--- config.mk ---
export PLATFORM = sky130hd
export DESIGN_NAME = cond_logic
export DESIGN_NICKNAME = d
export VERILOG_FILES = /design/src/rtl/cond_logic.sv
export SDC_FILE = /design/constraint.sdc
export NUM_CORES = 1
export LEC_CHECK = 0
export ABC_AREA = 1
export ABC_CLOCK_PERIOD_IN_PS = 3100
export BUFFER_PORTS_ARGS = -buffer_cell sky130_fd_sc_hd__buf_2
export CORE_MARGIN = 1
export CORE_UTILIZATION = 41
export DETAILED_ROUTE_END_ITERATION = 7
export PLACE_DENSITY = 0.84
export SYNTH_ARGS = -nofsm -noshare
export SYNTH_HDL_FRONTEND = slang
export SYNTH_SLANG_ARGS = --single-unit
--- constraint.sdc ---
create_clock -name clk -period 3.1 [get_ports clk]
set_input_delay 0.31 -clock clk [delete_from_list [all_inputs] [get_ports clk]]
set_output_delay 0.31 -clock clk [all_outputs]
set_load 0.01 [all_outputs]
--- src/rtl/cond_logic.sv ---
// Conditional-execution stage: NZCV flag register, cond-field evaluation and write-strobe gating.
// Optional saturating exec/squash statistics counters are built when COND_STATS_EN is defined.
module cond_logic #(
  parameter int unsigned CNT_W       = 16,
  parameter logic [3:0]  RESET_FLAGS = 4'b0000
) (
  input  logic             clk,
  input  logic             rst_n,
  input  logic             en,
  input  logic [3:0]       cond,
  input  logic [3:0]       aluFlags,
  input  logic [1:0]       flagW,
  input  logic             PCS,
  input  logic             regW,
  input  logic             memW,
  output logic             condEx,
  output logic             PCSrc,
  output logic             regWrite,
  output logic             memWrite,
  output logic [3:0]       flags,
  output logic [CNT_W-1:0] execCount,
  output logic [CNT_W-1:0] squashCount
);

  typedef enum logic [3:0] {
    EQ = 4'b0000, NE = 4'b0001, CS = 4'b0010, CC = 4'b0011,
    MI = 4'b0100, PL = 4'b0101, VS = 4'b0110, VC = 4'b0111,
    HI = 4'b1000, LS = 4'b1001, GE = 4'b1010, LT = 4'b1011,
    GT = 4'b1100, LE = 4'b1101, AL = 4'b1110, NV = 4'b1111
  } condCode_e;

  condCode_e code;
  logic      flagN, flagZ, flagC, flagV;
  logic      commit;

  assign code = condCode_e'(cond);
  assign {flagN, flagZ, flagC, flagV} = flags;

  always_comb begin
    condEx = 1'b0;
    case (code)
      EQ: condEx = flagZ;
      NE: condEx = ~flagZ;
      CS: condEx = flagC;
      CC: condEx = ~flagC;
      MI: condEx = flagN;
      PL: condEx = ~flagN;
      VS: condEx = flagV;
      VC: condEx = ~flagV;
      HI: condEx = flagC & ~flagZ;
      LS: condEx = ~flagC | flagZ;
      GE: condEx = (flagN == flagV);
      LT: condEx = (flagN != flagV);
      GT: condEx = ~flagZ & (flagN == flagV);
      LE: condEx = flagZ | (flagN != flagV);
      AL: condEx = 1'b1;
      NV: condEx = 1'b0;
      default: condEx = 1'b0;
    endcase
  end

  assign commit = en & condEx;

  // rst_n in the gate keeps strobes low for the whole async reset window
  assign PCSrc    = PCS  & commit & rst_n;
  assign regWrite = regW & commit & rst_n;
  assign memWrite = memW & commit & rst_n;

  always_ff @(posedge clk or negedge rst_n) begin
    if (!rst_n) begin
      flags <= RESET_FLAGS;
    end else if (commit) begin
      if (flagW[1]) flags[3:2] <= aluFlags[3:2];
      if (flagW[0]) flags[1:0] <= aluFlags[1:0];
    end
  end

`ifdef COND_STATS_EN
  always_ff @(posedge clk or negedge rst_n) begin
    if (!rst_n) begin
      execCount   <= '0;
      squashCount <= '0;
    end else if (en) begin
      if (condEx) begin
        if (execCount != '1) execCount <= execCount + 1'b1;
      end else begin
        if (squashCount != '1) squashCount <= squashCount + 1'b1;
      end
    end
  end
`else
  assign execCount   = '0;
  assign squashCount = '0;
`endif

endmodule

==> metrics.txt <==
minimum clock period=1970 ps; Non-Filler Instances=145; P_leak=0.452 nW; Syn Inst Count=104; RSZ-0062 raised after global routing=false; synthesis-stage register bit count=4; Placed Instances=141; Synth cell types=17; number of antenna violations at the first check in global routing=0; remaining antenna violation count after routing=0; IO Pins=56; Arr. time, crit path=1660 ps; share of cells above drive strength 1=0.256; wire per inst=8.34 um; syn_area_per_cell=6.51 sq um; worst skew pair latency=240 ps; gr ovfl total=0; Setup Fix Bufs, Post-CTS=0; # diodes=0; gpl congestion=0.737; # DRC=0; final WL=1210 um; Largest register FFs=4; H-tree Lvls=1; Total GRT Usage=0.144; fillcell total=178; Tot Pwr=0.421 mW; die height=42.6 um; Core ar.=1520 sq um; post-DP HPWL=1040 um; sequential element share of the synthesized area=0.148; Std-Cell Rows=14; Die Wd=42.6 um; clock-pin transition on the worst setup and hold timing paths=40 ps; DRT iter0 DRCs=10; Final Hold Fails=0; CP max FO=10; via density per instance=4.35; Largest regs=flags (4); Initial Util=0.444; setup_tns=0 ps; worst vdd ir=0.255 mV; post-synth design cell area=677 sq um; status=finished, final reports clean; input/output buffers=23; clk buf depth=2; Via Count=631; Synth-to-Final Area Change=5.73%; Post-CTS Resized=0; final setup vio count=0; Die Area=1820 sq um; nets=147; max-cap violation count=0; Critical Path RT=2790 ps; CTS Buf Count=3; max frequency=508 MHz; register name with the most flops=flags; Worst Skew=4.78 ps; CP endpoint kind=output pin; largest net degree at the start of global routing=11; fin crit share=0.635; Max Transition Viols Final=0; 1st-pass router iterations=6; CP Launch Type=register; Setup CP Type=reg2out; CTS Sinks=4; TritonCTS clock tree=done; Hold Crit Class=in2reg; first-pass GRT wire length=1900 um; Power Density=589 nW/um^2; vias in the first global route=484; CTS Root Buffer Type=clkbuf_4; Yosys Warn Count=0
[layer usage]
layer,share of wire,up-vias,global-route usage
li1,-,319,-
met1,0.41,271,0.154
met2,0.47,37,0.239
met3,0.082,4,0.0172
met4,0.031,0,0.131
met5,0,-,0
[worst paths after layout]
path / cells after the start / startpoint / slack (ps) / end
min in group asynchronous: 2 / rst_n / 420 / flags[0]
max in group asynchronous: 2 / rst_n / 2550 / flags[2]
worst min-delay path: 3 / aluFlags[0] / 330 / flags[0]
worst max-delay path: 11 / flags[0] / 1130 / PCSrc
worst min register to register: 2 / flags[2] / 550 / flags[2]
worst max register to register: 11 / flags[0] / 1670 / flags[3]
[cell type report]
type / count / area (sq um) / area share
repair buffers: 24 / 125 / 0.175
well taps: 16 / 20.0 / 0.0280
multi-input cells: 89 / 414 / 0.579
flip-flops and latches: 4 / 100 / 0.140
clock buffers: 3 / 22.5 / 0.0315
inverters: 9 / 33.8 / 0.0472
[Yosys cell counts, drive strengths merged]
cell type	count	area, sq um
a21oi	1	5.00
buf	33	245
conb	1	3.75
dfrtp	4	100
inv	9	33.8
nand2	25	98.8
nand3	14	97.6
nand4	4	25.0
nor2	8	37.5
o211ai	2	15.0
o21ai	3	15.0
[cell families after synthesis]
family / share of synthesized area
flip-flops: 0.148
AND/OR/NAND/NOR: 0.383
buffers and inverters: 0.412
other: 0.00554
AO/OA/AOI/OAI: 0.0517
[cells in the final DEF, fill, tap and decap left out]
cell type / Yosys / layout
conb_1: 1 / 32
nand2_1: 23 / 23
buf_2: 1 / 23
nand3_1: 10 / 10
inv_1: 9 / 9
nor2_1: 7 / 7
nand4_1: 4 / 4
dfrtp_1: 4 / 4
nand3_2: 3 / 3
clkbuf_4: 0 / 3
nand2_2: 2 / 2
o21ai_0: 2 / 2
o211ai_1: 2 / 2
o21ai_1: 1 / 1
a21oi_1: 1 / 1
nor2_4: 1 / 1
nand3_4: 1 / 1
dlygate4sd3_1: 0 / 1
[what timing repair did]
| action | CTS | global route |
|---|---|---|
| endpoints found under the hold margin | 4 | 0 |
| hold buffers | 1 | 0 |
| setup endpoints to repair | 0 | 0 |
[stage by stage]
stage                     area, sq um  setup slack (ps)  hold WS [ps]   util
after CTS                         716              1120           323  0.470
after global routing              716               946           341  0.470
after floorplan                   793              1470          14.4      -
final                             716              1130           327  0.470
after detailed placement          683              1260           129  0.448
after global placement            683              1320           124  0.448
[power breakdown]
group,switching [mW],internal [mW]
combinational,0.154,0.0890
sequential,0.0356,0.0769
clock,0.0223,0.0434
[worst max-delay path, stage by stage (launching register included)]
cell and delay [ps]:
dfrtp_1 440, inv_1 80, nand2_1 90, nand2_1 70, o21ai_1 120, nand2_1 70, nand3_2 80, nand2_2 60
nand3_4 110, nand3_1 80, nor2_1 90, buf_2 130
No activity file was read; power rests on OpenSTA's default activity.
